**src/rtl/arm_pkg.sv**
```systemverilog
// Shared encodings for the ARM-subset pipeline: ALU commands, shift types, forwarding selects.
package arm_pkg;

  localparam int unsigned CMD_W   = 4;
  localparam int unsigned SHIFT_W = 2;
  localparam int unsigned FWD_W   = 2;

  localparam logic [CMD_W-1:0] CMD_MOV = 4'b0001;
  localparam logic [CMD_W-1:0] CMD_MVN = 4'b1001;
  localparam logic [CMD_W-1:0] CMD_ADD = 4'b0010;
  localparam logic [CMD_W-1:0] CMD_ADC = 4'b0011;
  localparam logic [CMD_W-1:0] CMD_SUB = 4'b0100;
  localparam logic [CMD_W-1:0] CMD_SBC = 4'b0101;
  localparam logic [CMD_W-1:0] CMD_AND = 4'b0110;
  localparam logic [CMD_W-1:0] CMD_ORR = 4'b0111;
  localparam logic [CMD_W-1:0] CMD_EOR = 4'b1000;

  localparam logic [SHIFT_W-1:0] SHIFT_LSL = 2'b00;
  localparam logic [SHIFT_W-1:0] SHIFT_LSR = 2'b01;
  localparam logic [SHIFT_W-1:0] SHIFT_ASR = 2'b10;
  localparam logic [SHIFT_W-1:0] SHIFT_ROR = 2'b11;

  localparam logic [FWD_W-1:0] FWD_REG     = 2'b00;
  localparam logic [FWD_W-1:0] FWD_MEM     = 2'b01;
  localparam logic [FWD_W-1:0] FWD_WB      = 2'b10;
  localparam logic [FWD_W-1:0] FWD_REG_ALT = 2'b11;

  // Operand source select shared by the Rn and Rm forwarding muxes.
  function automatic logic [31:0] fwd_select(input logic [FWD_W-1:0] sel,
                                             input logic [31:0] reg_val,
                                             input logic [31:0] mem_val,
                                             input logic [31:0] wb_val);
    logic [31:0] v;
    v = reg_val;
    case (sel)
      FWD_MEM:     v = mem_val;
      FWD_WB:      v = wb_val;
      FWD_REG_ALT: v = reg_val;
      default:     v = reg_val;
    endcase
    return v;
  endfunction

endpackage

```
**src/rtl/val2_generator.sv**
```systemverilog
// Second ALU operand: memory offset, rotated immediate, or shifted Rm.
module val2_generator
  import arm_pkg::*;
#(
  parameter int unsigned DW = 32
) (
  input  logic [11:0]   shift_op,
  input  logic [DW-1:0] rm,
  input  logic          imm,
  input  logic          mem_en,
  output logic [DW-1:0] val2
);

  logic [DW-1:0]   imm32;
  logic [4:0]      rot_amt;
  logic [4:0]      sh_amt;
  logic [2*DW-1:0] imm_dbl;
  logic [2*DW-1:0] rm_dbl;

  // Rotations use a doubled word so a zero amount needs no special case.
  always_comb begin
    imm32   = DW'(shift_op[7:0]);
    rot_amt = {shift_op[11:8], 1'b0};
    sh_amt  = shift_op[11:7];
    imm_dbl = {imm32, imm32} >> rot_amt;
    rm_dbl  = {rm, rm} >> sh_amt;
    val2    = rm;
    if (mem_en) begin
      val2 = DW'(shift_op);
    end else if (imm) begin
      val2 = imm_dbl[DW-1:0];
    end else begin
      case (shift_op[6:5])
        SHIFT_LSL: val2 = rm << sh_amt;
        SHIFT_LSR: val2 = rm >> sh_amt;
        SHIFT_ASR: val2 = DW'($signed(rm) >>> sh_amt);
        SHIFT_ROR: val2 = rm_dbl[DW-1:0];
        default:   val2 = rm;
      endcase
    end
  end

endmodule

```
**src/rtl/exe_stage_pipe.sv**
```systemverilog
// Execute stage: forwarding, Val2, ALU, NZCV register and EXE/MEM register.
module exe_stage_pipe
  import arm_pkg::*;
#(
  parameter int unsigned DW = 32
) (
  input  logic             clk,
  input  logic             rst,
  input  logic             wb_en_in,
  input  logic             mem_r_en_in,
  input  logic             mem_w_en_in,
  input  logic             b_in,
  input  logic             s_in,
  input  logic             imm_in,
  input  logic [CMD_W-1:0] exe_cmd_in,
  input  logic [3:0]       dest_in,
  input  logic [11:0]      shift_op_in,
  input  logic [23:0]      simm24_in,
  input  logic [DW-1:0]    pc_in,
  input  logic [DW-1:0]    val_rn_in,
  input  logic [DW-1:0]    val_rm_in,
  input  logic [FWD_W-1:0] fwd_sel1,
  input  logic [FWD_W-1:0] fwd_sel2,
  input  logic [DW-1:0]    mem_fwd,
  input  logic [DW-1:0]    wb_fwd,
  output logic [3:0]       status_r,
  output logic             branch_taken,
  output logic [DW-1:0]    branch_addr,
  output logic             wb_en,
  output logic             mem_r_en,
  output logic             mem_w_en,
  output logic [DW-1:0]    alu_res,
  output logic [DW-1:0]    st_val,
  output logic [3:0]       dest
);

  localparam int unsigned SW = DW + 1;

  logic [DW-1:0] rn_v;
  logic [DW-1:0] rm_v;
  logic [DW-1:0] val2;
  logic [DW-1:0] bop;
  logic [DW-1:0] res;
  logic [SW-1:0] sum;
  logic          cin;
  logic          is_arith;
  logic          is_valid;
  logic [3:0]    flags_nxt;

  // Forwarded operands; Rm feeds both Val2 and the store data.
  always_comb begin
    rn_v = fwd_select(fwd_sel1, val_rn_in, mem_fwd, wb_fwd);
    rm_v = fwd_select(fwd_sel2, val_rm_in, mem_fwd, wb_fwd);
  end

  val2_generator #(.DW(DW)) u_val2 (
    .shift_op (shift_op_in),
    .rm       (rm_v),
    .imm      (imm_in),
    .mem_en   (mem_r_en_in | mem_w_en_in),
    .val2     (val2)
  );

  // Branch redirect back to IF.
  always_comb begin
    branch_taken = b_in;
    branch_addr  = pc_in + {{(DW-26){simm24_in[23]}}, simm24_in, 2'b00};
  end

  // ALU with a 33-bit adder; subtraction is Rn + ~Val2 + 1 so carry means no borrow.
  always_comb begin
    cin       = status_r[1];
    sum       = '0;
    bop       = val2;
    res       = '0;
    is_arith  = 1'b0;
    is_valid  = 1'b1;
    flags_nxt = status_r;
    case (exe_cmd_in)
      CMD_MOV: res = val2;
      CMD_MVN: res = ~val2;
      CMD_ADD: begin
        sum = {1'b0, rn_v} + {1'b0, val2};
        is_arith = 1'b1;
      end
      CMD_ADC: begin
        sum = {1'b0, rn_v} + {1'b0, val2} + SW'(cin);
        is_arith = 1'b1;
      end
      CMD_SUB: begin
        bop = ~val2;
        sum = {1'b0, rn_v} + {1'b0, ~val2} + SW'(1);
        is_arith = 1'b1;
      end
      CMD_SBC: begin
        bop = ~val2;
        sum = {1'b0, rn_v} + {1'b0, ~val2} + SW'(cin);
        is_arith = 1'b1;
      end
      CMD_AND: res = rn_v & val2;
      CMD_ORR: res = rn_v | val2;
      CMD_EOR: res = rn_v ^ val2;
      default: is_valid = 1'b0;
    endcase
    if (is_arith) begin
      res = sum[DW-1:0];
    end
    if (is_valid) begin
      flags_nxt[3] = res[DW-1];
      flags_nxt[2] = (res == '0);
    end
    if (is_arith) begin
      flags_nxt[1] = sum[DW];
      flags_nxt[0] = (rn_v[DW-1] == bop[DW-1]) && (res[DW-1] != rn_v[DW-1]);
    end
  end

  // NZCV register: updates only for non-branch S instructions.
  always_ff @(posedge clk or negedge rst) begin
    if (!rst) begin
      status_r <= '0;
    end else if (s_in && !b_in) begin
      status_r <= flags_nxt;
    end
  end

  // EXE/MEM register, loaded every cycle.
  always_ff @(posedge clk or negedge rst) begin
    if (!rst) begin
      wb_en    <= 1'b0;
      mem_r_en <= 1'b0;
      mem_w_en <= 1'b0;
      alu_res  <= '0;
      st_val   <= '0;
      dest     <= '0;
    end else begin
      wb_en    <= wb_en_in;
      mem_r_en <= mem_r_en_in;
      mem_w_en <= mem_w_en_in;
      alu_res  <= res;
      st_val   <= rm_v;
      dest     <= dest_in;
    end
  end

endmodule

```
**config.mk**
```make
export PLATFORM = sky130hd
export DESIGN_NAME = exe_stage_pipe
export DESIGN_NICKNAME = d
export VERILOG_FILES = /design/src/rtl/arm_pkg.sv /design/src/rtl/val2_generator.sv /design/src/rtl/exe_stage_pipe.sv
export SDC_FILE = /design/constraint.sdc
export NUM_CORES = 1
export LEC_CHECK = 0
export CAP_MARGIN = 20
export CORE_ASPECT_RATIO = 0.7
export CORE_UTILIZATION = 25
export CTS_BUF_LIST = sky130_fd_sc_hd__clkbuf_8
export DETAILED_ROUTE_END_ITERATION = 16
export SYNTH_ARGS = -nofsm -noshare
export SYNTH_HDL_FRONTEND = slang
export SYNTH_SLANG_ARGS = --single-unit
```
**constraint.sdc**
```tcl
create_clock -name clk -period 5.1 [get_ports clk]
set_input_delay 1.02 -clock clk [delete_from_list [all_inputs] [get_ports clk]]
set_output_delay 1.02 -clock clk [all_outputs]
set_load 0.01 [all_outputs]
```
==> impl_metrics.ini, run 1 <==
[placed_design]
placed_cell_area_um2 = 34800
dp.cells = 5303
pre_cts_ws_ns = -4.72
io_buffers = 319
post-dp-hpwl_um = 123000
place_congestion = 1.06

[setup_path]
startpoint = fwd_sel2[0]
required_ns = 5.51
crit_top_cell = buf_4
arrival_ns = 8.54
cpPeakStageDelay_ns = 0.53
reg2reg_from = status_r[1]
r2r-end = status_r[2]
crit_path_end_kind = flop
r2r_slack_ns = 0.38
worst-r2r-cell-count = 18
start_kind = input pin
path_depth = 35
cp_max_fo = 5
cp_slowest_cell = mux4_2
crit_end = status_r[2]
crit_type = input pin to flop
path_delay_family = simple AND/OR/NAND/NOR gates
crit_buf_inv = 11

[sta]
skew_ns = 0.0237
setup_violations = 35
min_period_ns = 8.13
slew_headroom_pct = 34.0
fin_crit_sh_pct = 159
fmax_ghz = 0.123
slew_viol_final = 0
worstMarginPinSlew_ns = 0.988
hold_violations = 0
rsz0062_at_grt = yes
fin_setup_tns_ns = -55.66
timing.hold.ws_ns = 0.522
worst_slack_ns = -3.03

[die]
num_rows = 87
die_y_um = 241
core_area_um2 = 80700
dieArea_um2 = 82700
pin_count = 324
initial_core_util_pct = 25.3
die_x_um = 343

[power_and_ir_drop]
p_leak_nw = 17.3
irDropWorstVdd_uv = 153
power_density_nw_per_um2 = 212
total_power_mw = 8.31

[route]
drtIter0Drc = 3762
drcViolationCount = 0
drtAntennaViolNets = 0
drt_pass1_iterations = 6
routed-via-count = 31000
routed_via_density = 5.65
wirelength_um = 148000
routedWlPerCell_um = 26.9

[hold_path]
hold_class = flop to flop

[global_routing]
grt_use_total_pct = 34.7
grt_pass1_vias = 29500
grt_start_max_net_pins = 49
antenna_found_initial = 6
grt_pass1_wl_um = 208000
gr-total-overflow = 0

[yosys]
syn-num-nets = 3169
ys_warn_count = 0
synth_top_cell_by_area = dfrtp_1
ys_async_sr_fraction_pct = 100
synth_area_per_cell_um2 = 7.23
synth_edf_count = 0
ys_types = 111
yosysTopAreaCellShare_pct = 9.21
syn_inst = 2818
yosysSeqAreaShare_pct = 9.21
synth_flop_cell = dfrtp_1
synth_most_common_cell = nand2_1
syn_area_um2 = 20400
synth_common_cells = nand2_1 (258), nor2_1 (223), a21oi_1 (205), o21ai_0 (150), ha_1 (132)
netlist_top_cells_area = dfrtp_1 (9.2%), ha_1 (8.1%), a21oi_1 (5.0%)
ys_ff_latch = 75

[outcome]
violations = setup timing
outcome = complete, but fails checks

[cts]
clk_latency_ns = 0.49
clkTransAtPathRegs_ns = 0.12
clock_sinks = 75
numCtsBuffers = 9
postCtsHoldBufs = 0
clk_path_buf_depth = 2
cts_max_level = 3
cts_tree = yes
clockRootBuffer = clkbuf_8

[finish]
syn_to_final_growth_pct = 92.0
fillers = 7827
stdcell_area_um2 = 39100
final_util_pct = 48.5
instances_no_fill = 5492
drive_gt1_share_pct = 47.5
layout.nets = 4769

[job]
maxCapViolations = 0
## what timing repair did
| item | CTS | global route |
|---|---|---|
| gates cloned | 1 | 0 |
| pin swaps | 174 | 149 |
| gates resized for setup | 435 | 213 |
| setup endpoints to repair | 49 | 44 |
| setup buffers | 129 | 63 |
## layout by cell type, fill, tap and decap left out, types with 27 or more instances in the layout
master / instances
o22ai_1: 41
nor3_1: 62
ha_1: 100
xnor2_1: 87
a31oi_1: 27
nand3_1: 63
buf_6: 73
o211ai_1: 38
a22oi_1: 81
mux2_2: 47
a21oi_1: 167
mux2i_1: 72
a21oi_2: 32
nor2_1: 196
ha_4: 27
a211oi_1: 27
inv_1: 106
mux4_2: 37
dfrtp_1: 75
nand2_1: 246
o21ai_0: 111
buf_4: 1386
nand4_1: 27
a21o_1: 47
clkdlybuf4s50_1: 275
buf_12: 30
## sequential cells by signal, indices dropped and copies added (netlist names)
name,count
st_val,32
dest,4
wb_en,1
mem_r_en,1
alu_res,32
status_r,4
mem_w_en,1
## worst min path at each step
stage | startpoint | to | slack [ns] | cells after the start
floorplan | status_r[2] | status_r[2] | 0.53 | 2
global placement | status_r[0] | status_r[0] | 0.50 | 1
detailed placement | status_r[3] | status_r[3] | 0.51 | 1
CTS | rst | dest[1] | 0.53 | 1
global route | rst | dest[1] | 0.56 | 1
finish | status_r[3] | status_r[3] | 0.52 | 1
## cell families after synthesis
| kind of cell | count (synthesis) | synth area share (%) |
|---|---|---|
| AOI/OAI and AO/OA | 1062 | 37.2 |
| and+or+nand+nor | 889 | 21.3 |
| buffers and inverters | 355 | 7.34 |
| muxes | 166 | 10.7 |
| xor gates and xnor gates | 136 | 5.84 |
| adders and majority gates | 135 | 8.40 |
| DFF | 75 | 9.21 |
## where the power goes
| group | total, mW | internal [mW] | switching (mW) |
|---|---|---|---|
| clock | 0.620 | 0.241 | 0.378 |
| sequential | 0.711 | 0.676 | 0.0356 |
| combinational | 6.98 | 3.42 | 3.56 |
| total | 8.31 | 4.33 | 3.98 |
## area by class of cell
type	instances	area (um2)	area share [%]
clock inverters	7	92.6	0.237
diodes	1	2.50	0.00639
inverters	137	537	1.37
flip-flops and latches	75	1880	4.79
repair buffers	1807	15000	38.4
well taps	1068	1340	3.41
clock buffers	9	124	0.316
multi-input cells	2388	20200	51.5
## layer usage
metal,track usage (%),vias up,part of all wire (%)
li1,-,14000,-
met1,51.5,15300,46
met2,47.9,1610,39
met3,11.4,131,13
met4,6.24,4,1.9
met5,0,-,0.16
Note: power is estimated with default switching activity, not from simulation.
==> run 2: changes to the inputs <==
--- a/config.mk
+++ b/config.mk
@@ -7,9 +7,12 @@
 export LEC_CHECK = 0
 export CAP_MARGIN = 20
 export CORE_ASPECT_RATIO = 0.7
-export CORE_UTILIZATION = 25
+export CORE_MARGIN = 2
+export CORE_UTILIZATION = 52
 export CTS_BUF_LIST = sky130_fd_sc_hd__clkbuf_8
 export DETAILED_ROUTE_END_ITERATION = 16
+export PLACE_DENSITY = 0.81
+export SLEW_MARGIN = 0
 export SYNTH_ARGS = -nofsm -noshare
 export SYNTH_HDL_FRONTEND = slang
 export SYNTH_SLANG_ARGS = --single-unit
==> run 2 against run 1 <==
  * The flow now stops in 5_1_grt
  * Area after synthesis unchanged
  * Synthesized cell count unchanged
==> impl_metrics.ini, run 2 <==
[outcome]
outcome = did not finish
failed_stage = 5_1_grt
firstError = [ERROR GRT-0116] Global routing finished with congestion. Check the congestion regions in the DRC Viewer.

[cts]
clk_path_buf_depth = 2
clockRootBuffer = clkbuf_8
postCtsHoldBufs = 0
clock_sinks = 75
numCtsBuffers = 9
cts_max_level = 3

[yosys]
ys_warn_count = 0
syn_area_um2 = 20400
ys_async_sr_fraction_pct = 100
synth_edf_count = 0
ys_ff_latch = 75
syn_inst = 2818
synth_flop_cell = dfrtp_1
yosysSeqAreaShare_pct = 9.21
yosys.area_share.simple_pct = 21.3
muxShareOfSynthArea_pct = 10.7
synth-xor-area-share_pct = 5.84
synth_top_cell_by_area = dfrtp_1
synth_compound_area_share_pct = 37.2
netlist_top_cells_area = dfrtp_1 (9.2%), ha_1 (8.1%), a21oi_1 (5.0%)
synth_top_family_by_area = compound AO/OA/AOI/OAI gates
syn-num-nets = 3169
synth_area_per_cell_um2 = 7.23
ys_types = 111
synth_common_cells = nand2_1 (258), nor2_1 (223), a21oi_1 (205), o21ai_0 (150), ha_1 (132)
yosys.area_share.adder_pct = 8.40
synth_most_common_cell = nand2_1
yosysTopAreaCellShare_pct = 9.21

[die]
die_y_um = 170
pin_count = 324
initial_core_util_pct = 52.9
die_x_um = 241
num_rows = 60

[placed_design]
post-dp-hpwl_um = 109000
pre_cts_ws_ns = -4.42
place_congestion = 1.48
io_buffers = 319

[global_routing]
gr-total-overflow = 2702
grt_start_max_net_pins = 76
grt_pass1_wl_um = 313000
grt_use_total_pct = 101
grt_pass1_vias = 46500
==> run 2: cell counts after synthesis <==
Identical to the previous run, type by type.
==> run 2: cell families after synthesis <==
| kind of cell | count (synthesis) |
|---|---|
| buf+inv | 355 |
| mux | 166 |
| compound gates | 1062 |
| xor+xnor | 136 |
| flops | 75 |
| fa+ha+maj | 135 |
| simple gates | 889 |
==> run 2: per-layer routing <==
layer / GRT overflow / GRT usage, %
met5: 47 / 84.8
met3: 209 / 90.8
met2: 1581 / 117
met1: 287 / 93.6
met4: 578 / 108
==> run 2: per-stage QoR <==
step / std cells / TNS [ns] / instance area (um2) / hold slack [ns]
2_1_floorplan: 2818 / -29.26 / 21100 / 0.525
4_1_cts: 4743 / -53.49 / 36100 / 0.512
3_5_place_dp: 4602 / -112.24 / 32700 / 0.494
3_3_place_gp: 4602 / -96.61 / 32700 / 0.487
==> run 2: what timing repair did <==
item | 4_1_cts
resized for setup | 454
cloned | 4
endpoints found under the hold margin | 0
endpoints found under the setup margin | 54
buffers inserted | 131
pin swaps | 144
